<file path="src/rtl/GEMM_pkg.sv">
// GEMM_pkg: shared state encoding and array latency helper for the GEMM tile sequencer.
package GEMM_pkg;
   typedef enum logic [1:0] {SEQ_IDLE, SEQ_LOAD_W, SEQ_STREAM, SEQ_DRAIN} seq_state_t;
   function automatic int sa_latency(input int sa_size);
      return 2 * sa_size;
   endfunction
endpackage

</file>
<file path="src/rtl/gemm_seq_valid_pipe.sv">
// gemm_seq_valid_pipe: DEPTH-stage shift register of 1-bit valid tags shadowing the stall-free array.
module gemm_seq_valid_pipe #(
   parameter int DEPTH = 4
) (
   input  logic clk,
   input  logic resetn,
   input  logic tag_in,
   output logic tag_out,
   output logic empty
);
   logic [DEPTH-1:0] tags;
   always_ff @(posedge clk)
      if (!resetn) tags <= '0;
      else tags <= {tags[DEPTH-2:0], tag_in};
   assign tag_out = tags[DEPTH-1];
   assign empty = ~|tags;
endmodule

</file>
<file path="src/rtl/gemm_tile_sequencer.sv">
// gemm_tile_sequencer: loads weights into one systolic tile, streams activations, tags results, signals job completion.
// Optional GEMM_SEQ_PERF_CNT_EN adds bubble and job-cycle performance counters.
module gemm_tile_sequencer
   import GEMM_pkg::*;
#(
   parameter int SA_SIZE = 3,
   parameter int WEIGHT_ACTIVATION_SIZE = 8,
   parameter int VEC_CNT_W = 16
) (
   input  logic clk,
   input  logic resetn,
   input  logic cmd_valid,
   output logic cmd_ready,
   input  logic [VEC_CNT_W-1:0] cmd_num_vectors,
   input  logic w_valid,
   output logic w_ready,
   input  logic [SA_SIZE*WEIGHT_ACTIVATION_SIZE-1:0] w_row,
   input  logic a_valid,
   output logic a_ready,
   input  logic [SA_SIZE*WEIGHT_ACTIVATION_SIZE-1:0] a_vec,
   output logic sa_weight_we,
   output logic [$clog2(SA_SIZE)-1:0] sa_weight_row_idx,
   output logic [SA_SIZE*WEIGHT_ACTIVATION_SIZE-1:0] sa_weight_row,
   output logic [SA_SIZE*WEIGHT_ACTIVATION_SIZE-1:0] sa_act_in,
   input  logic [SA_SIZE*WEIGHT_ACTIVATION_SIZE-1:0] sa_act_out,
   output logic res_valid,
   output logic [SA_SIZE*WEIGHT_ACTIVATION_SIZE-1:0] res_vec,
   output logic job_done,
   output logic busy
`ifdef GEMM_SEQ_PERF_CNT_EN
   ,
   output logic [31:0] perf_bubble_cnt,
   output logic [31:0] perf_job_cycles
`endif
);
   localparam int LAT = sa_latency(SA_SIZE);
   localparam int RW = $clog2(SA_SIZE);
   seq_state_t state, state_nx;
   logic [VEC_CNT_W-1:0] num_vectors, issued;
   logic [RW-1:0] row_idx;
   logic cmd_fire, w_fire, a_fire, last_row, last_vec, tag_out, pipe_empty;
   assign cmd_ready = state == SEQ_IDLE;
   assign w_ready = state == SEQ_LOAD_W;
   assign a_ready = state == SEQ_STREAM && issued != num_vectors;
   assign busy = state != SEQ_IDLE;
   assign cmd_fire = cmd_valid && cmd_ready;
   assign w_fire = w_valid && w_ready;
   assign a_fire = a_valid && a_ready;
   assign last_row = row_idx == RW'(SA_SIZE - 1);
   assign last_vec = issued + VEC_CNT_W'(1) == num_vectors;
   // Completion waits one cycle past the final result so the consumer sees it before job_done.
   assign job_done = state == SEQ_DRAIN && pipe_empty && !res_valid;
   assign sa_weight_we = w_fire;
   assign sa_weight_row_idx = row_idx;
   assign sa_weight_row = w_fire ? w_row : '0;
   assign sa_act_in = a_fire ? a_vec : '0;
   always_comb begin
      state_nx = state;
      case (state)
         SEQ_IDLE:   state_nx = cmd_fire ? SEQ_LOAD_W : SEQ_IDLE;
         SEQ_LOAD_W: state_nx = !(w_fire && last_row) ? SEQ_LOAD_W : num_vectors == '0 ? SEQ_DRAIN : SEQ_STREAM;
         SEQ_STREAM: state_nx = a_fire && last_vec ? SEQ_DRAIN : SEQ_STREAM;
         SEQ_DRAIN:  state_nx = job_done ? SEQ_IDLE : SEQ_DRAIN;
         default:    state_nx = SEQ_IDLE;
      endcase
   end
   always_ff @(posedge clk)
      if (!resetn) begin
         state <= SEQ_IDLE;
         num_vectors <= '0;
         issued <= '0;
         row_idx <= '0;
         res_valid <= 1'b0;
         res_vec <= '0;
      end else begin
         state <= state_nx;
         if (cmd_fire) begin
            num_vectors <= cmd_num_vectors;
            issued <= '0;
            row_idx <= '0;
         end
         if (w_fire) row_idx <= row_idx + RW'(1);
         if (a_fire) issued <= issued + VEC_CNT_W'(1);
         res_valid <= tag_out;
         if (tag_out) res_vec <= sa_act_out;
      end
   gemm_seq_valid_pipe #(.DEPTH(LAT)) u_valid_pipe (
      .clk(clk),
      .resetn(resetn),
      .tag_in(a_fire),
      .tag_out(tag_out),
      .empty(pipe_empty)
   );
`ifdef GEMM_SEQ_PERF_CNT_EN
   always_ff @(posedge clk)
      if (!resetn || cmd_fire) begin
         perf_bubble_cnt <= '0;
         perf_job_cycles <= '0;
      end else begin
         if (busy) perf_job_cycles <= perf_job_cycles + {31'd0, perf_job_cycles != '1};
         if (state == SEQ_STREAM && !a_fire) perf_bubble_cnt <= perf_bubble_cnt + {31'd0, perf_bubble_cnt != '1};
      end
`endif
endmodule

</file>
<file path="config.mk">
export PLATFORM = sky130hd
export DESIGN_NAME = gemm_tile_sequencer
export DESIGN_NICKNAME = d
export VERILOG_FILES = /design/src/rtl/GEMM_pkg.sv /design/src/rtl/gemm_seq_valid_pipe.sv /design/src/rtl/gemm_tile_sequencer.sv
export SDC_FILE = /design/constraint.sdc
export NUM_CORES = 1
export LEC_CHECK = 0
export ABC_AREA = 1
export CAP_MARGIN = 30
export CORE_MARGIN = 2
export CORE_UTILIZATION = 45
export CTS_CLUSTER_DIAMETER = 150
export DETAILED_ROUTE_END_ITERATION = 8
export PLACE_DENSITY = 0.92
export SETUP_SLACK_MARGIN = 0.2
export SYNTH_ARGS = -nofsm -noshare
export SYNTH_HDL_FRONTEND = slang
export SYNTH_SLANG_ARGS = --single-unit
</file>
<file path="constraint.sdc">
create_clock -name clk -period 3 [get_ports clk]
set_input_delay 0.6 -clock clk [delete_from_list [all_inputs] [get_ports clk]]
set_output_delay 0.6 -clock clk [all_outputs]
set_load 0.02 [all_outputs]
</file>
== After elaboration in Yosys (flattened, before gate mapping) ==
Cells that the tools add are included.
Widths: inputs -> output; s select.

* Bits of input ports: 93
* Output and inout bits: 81
* Logic and storage cells: 43
* Bits in registers: 67

* Mux-type cells: 12
* Add/sub/neg operators: 2
* Reduce and logical (&&, ||, !) cells: 16
* Eq/ne operators: 6

{| class="wikitable"
|+ Operator list
! kind !! count
|-
| $mux 24 || 2
|-
| $mux 16 || 2
|-
| $add 16x1->16 const B || 1
|-
| $eq 16x16->1 || 1
|-
| $logic_not 16->1 || 1
|-
| $ne 16x16->1 || 1
|-
| $logic_and 1x1->1 || 8
|-
| $mux 2 || 4
|-
| $pmux 2 s4 || 1
|-
| $eq 2x2->1 const B || 3
|-
| $reduce_bool 2->1 || 3
|-
| $reduce_or 6->1 || 1
|-
| $mux 1 || 3
|-
| $add 2x1->2 const B || 1
|-
| $eq 2x1->1 const B || 1
|-
| $logic_not 1->1 || 2
|-
| $logic_not 2->1 || 1
|}

== Logic depth before layout (Yosys ltp) ==
* Depth after elaboration: 6
* Depth in mapped cells: 15
* Gate-level depth less buffers: 14

== Cells and area by module ==
From an unflattened synthesis, not the netlist that was laid out.

* Cell total of the unflattened synthesis: 611
* Area, all modules: 3709.8 sq um

{| class="wikitable"
|+ By module, submodules not included
! module !! cells each !! area each (sq um) !! times used
|-
| gemm_tile_sequencer || 588 || 3523.4 || 1
|-
| gemm_seq_valid_pipe || 23 || 186.4 || 1
|}

== Least setup slack after synthesis ==
Ideal clock, no wire load.

* Path kind: reg-to-output
* Start point: reg state[0]
* End point: out sa_weight_row[14]
* Stages on the path, launching flop included: 7
* Data required time: 2400 ps
* Arrival time: 1584 ps
* Path slack: 816 ps
* Cell sequence: dfxtp_1 > inv_1 > nor2_1 > nand2_1 > clkbuf_1 > buf_1 > nor2_1

* Word-level cells in the longest chain between the ends: 3

{| class="wikitable"
|+ Ends and longest elaborated chain
! what !! RTL line !! source
|-
| start: declaration || gemm_tile_sequencer.sv:38 || <nowiki>seq_state_t state, state_nx;</nowiki>
|-
| start signal: assignment || gemm_tile_sequencer.sv:76 || <nowiki>state <= state_nx;</nowiki>
|-
| $eq 2x1->1 || gemm_tile_sequencer.sv:43 || <nowiki>assign w_ready = state == SEQ_LOAD_W;</nowiki>
|-
| via w_ready || gemm_tile_sequencer.sv:16 || <nowiki>output logic w_ready,</nowiki>
|-
| $logic_and 1x1->1 || gemm_tile_sequencer.sv:47 || <nowiki>assign w_fire = w_valid && w_ready;</nowiki>
|-
| $mux 24 || gemm_tile_sequencer.sv:55 || <nowiki>assign sa_weight_row = w_fire ? w_row : '0;</nowiki>
|-
| end: declaration || gemm_tile_sequencer.sv:23 || <nowiki>output logic [SA_SIZE*WEIGHT_ACTIVATION_SIZE-1:0] sa_weight_row,</nowiki>
|}

The timed path passes the listed nets, and every way through them passes these cells.

== Final worst setup path ==
* Start point: reg issued[0]
* End point: out sa_act_in[4]

* Word-level cells in the longest chain between the ends: 4

{| class="wikitable"
|+ Ends and longest elaborated chain
! what !! RTL line !! source
|-
| start: declaration || gemm_tile_sequencer.sv:39 || <nowiki>logic [VEC_CNT_W-1:0] num_vectors, issued;</nowiki>
|-
| start signal: assignment || gemm_tile_sequencer.sv:83 || <nowiki>if (a_fire) issued <= issued + VEC_CNT_W'(1);</nowiki>
|-
| $ne 16x16->1 || gemm_tile_sequencer.sv:44 || <nowiki>assign a_ready = state == SEQ_STREAM && issued != num_vectors;</nowiki>
|-
| $logic_and 1x1->1 || gemm_tile_sequencer.sv:44 ||
|-
| $logic_and 1x1->1 || gemm_tile_sequencer.sv:48 || <nowiki>assign a_fire = a_valid && a_ready;</nowiki>
|-
| $mux 24 || gemm_tile_sequencer.sv:56 || <nowiki>assign sa_act_in = a_fire ? a_vec : '0;</nowiki>
|-
| end: declaration || gemm_tile_sequencer.sv:24 || <nowiki>output logic [SA_SIZE*WEIGHT_ACTIVATION_SIZE-1:0] sa_act_in,</nowiki>
|}

No other way between the ends.

==> results.sh <==
export IMPL_outcome="complete, no violations"
export IMPL_peakVddDrop_v=0.000382
export IMPL_min_path_cells=2
export IMPL_netlist_area_sq_mm=0.00372
export IMPL_yosys_area_top_type_share_pct=36.0
export IMPL_finalWorstPathRequiredPeriod_ns=2.73
export IMPL_synth_seq_area_share_pct=36.0
export IMPL_core_sq_mm=0.00813
export IMPL_vias=4423
export IMPL_synthCells=625
export IMPL_path_max_fanout=19
export IMPL_syn_avg_cell_area_sq_um=5.96
export IMPL_finalHoldViolCount=0
export IMPL_period_share_pct=90.9
export IMPL_n_antenna_cell=0
export IMPL_worst_ep_required_time_ns=2.40
export IMPL_ant_nets=0
export IMPL_clock_path_buffers=2
export IMPL_r2r_setup_slack_ns=0.83
export IMPL_maxCapViolCount=0
export IMPL_antenna_found_initial=0
export IMPL_pre_cts_slack_ns=0.190
export IMPL_slew_headroom_pct=54.2
export IMPL_ys_top_cells_by_area="dfxtp_1, nor2_1, nand2_1, inv_1, o21ai_0"
export IMPL_final_cells=905
export IMPL_start_util_pct=45.8
export IMPL_fmaxAchievable_mhz=367
export IMPL_ys_ff_latch=67
export IMPL_postLayoutCoreUtil_pct=71.2
export IMPL_dpl_cell_area_sq_mm=0.00553
export IMPL_crit_path_end_kind="output pin"
export IMPL_synth_nets=720
export IMPL_die_width_um=95.0
export IMPL_hp_class="register to register"
export IMPL_drt_first_iter_violations=249
export IMPL_dp_cells=886
export IMPL_viasPerCell=4.89
export IMPL_worst_pin_slew_ns=0.687
export IMPL_worstSetupPathType="register to output pin"
export IMPL_rr_worst_depth=13
export IMPL_power_density_mw_per_mm2=354
export IMPL_fin_skew_ns=0.0162
export IMPL_drc=0
export IMPL_clk_pin_slew_ns=0.09
export IMPL_firstDrtPassIters=6
export IMPL_grt_max_degree=50
export IMPL_avgRoutedWirePerCell_um=13.2
export IMPL_final_area_sq_mm=0.00579
export IMPL_overflow=0
export IMPL_start_kind="register"
export IMPL_final_max_slew_viol_count=0
export IMPL_tritoncts="built"
export IMPL_cp_data_arrival_time_ns=2.13
export IMPL_hold_slack_ns=0.418
export IMPL_ios=174
export IMPL_finalSetupTns_ns=0
export IMPL_wl_um=11900
export IMPL_yosysTopAreaCell="dfxtp_1"
export IMPL_worst_slack_ns=0.274
export IMPL_chipHeight_um=95.0
export IMPL_grt_use_total_pct=25.7
export IMPL_fin_nets=890
export IMPL_place_gp_congestion=0.909
export IMPL_syn2layout_area_growth_pct=55.4
export IMPL_synth_cell_types=31
export IMPL_num_rows=33
export IMPL_yosysWarnings=0
export IMPL_postCtsHoldBufs=0
export IMPL_setup_viol=0
export IMPL_hpwl_um=8770
export IMPL_layout_drive_gt1_share_pct=6.25
export IMPL_portBuffers=173
export IMPL_final_common_cell="clkdlybuf4s50_1"
export IMPL_rsz0062_at_grt="true"
export IMPL_die_area_sq_mm=0.00902
export IMPL_layout_common_cells="clkdlybuf4s50_1, nor2_1, nand2_1, inv_1, dfxtp_1"
export IMPL_h_tree_depth=3
export IMPL_grt_pass1_wl_um=18300
export IMPL_p_total_mw=2.05
export IMPL_grt_pass1_vias=4027
export IMPL_worstSkewPairLatency_ns=0.36
export IMPL_numCtsBuffers=9
export IMPL_p_leak_nw=2.83
export IMPL_clock_sinks=67
export IMPL_cts_root_buf="clkbuf_8"
[registers in the layout (all words and copies together) (netlist names)]
| name | cells |
|---|---|
| res_vec | 24 |
| issued | 16 |
| num_vectors | 16 |
| u_valid_pipe.tags | 6 |
| sa_weight_row_idx | 2 |
| state | 2 |
| res_valid | 1 |
[area by class of cell]
cell class / count / area [sq um]
clock buffer: 10 / 128
clock inverter: 6 / 73.8
fill: 640 / 2340
inverter: 114 / 433
multi-input combinational: 421 / 1860
sequential: 67 / 1360
tap: 105 / 131
timing repair buffer: 182 / 1810
[cells by family after synthesis]
group | share of synthesized area, %
AOI/OAI and AO/OA | 11.6
xor gates and xnor gates | 0.470
adders and majority gates | 0.672
buffers and inverters | 14.5
DFF | 36.0
and+or+nand+nor | 36.7
[worst max-delay path, cell delays in order (launching register included)]
cell and delay, ns:
dfxtp_1 0.46, inv_2 0.08, nand2_1 0.06, nand2_1 0.05, nor2_1 0.10, nand2_1 0.09
nor2_2 0.17, nand2_1 0.12, nand3_4 0.12, buf_12 0.15, nor2_1 0.05, dlygate4sd2_1 0.32
[synthesized netlist by cell type (all sizes together)]
cell    number
a211oi       1
a21boi       3
a21oi       28
and3         1
buf          8
clkbuf      15
clkinv       1
dfxtp       67
ha           2
inv        113
nand2      139
nand3       28
nand4        6
nor2       148
nor3         6
nor4         2
o21ai       51
o31ai        1
or2          2
or3          1
xor2         2
[path summary, 6_finish.rpt]
check	from	end
min reg2reg	u_valid_pipe.tags[4]	u_valid_pipe.tags[5]
max	issued[0]	sa_act_in[4]
min	u_valid_pipe.tags[4]	u_valid_pipe.tags[5]
max reg2reg	issued[0]	issued[0]
[metal layers]
metal | global-route usage (%) | part of all wire, % | up-vias
met5 | 0 | 0 | -
met4 | 7.25 | 1.8 | 0
met3 | 8.94 | 7.5 | 19
met2 | 44.0 | 51 | 155
met1 | 30.4 | 40 | 2018
li1 | - | - | 2231
[where the power goes]
part	internal [mW]	switching (mW)	leakage (nW)
clock network	0.394	0.384	0.101
logic	0.182	0.165	2.18
registers	0.906	0.0155	0.548
total	1.48	0.565	2.83
[timing repair]
action	CTS	global route
setup endpoints to repair	22	25
resized for setup	25	18
buffers inserted	0	2
gates cloned	0	1
pin swaps	0	1
(Power assumes the default switching activity.)
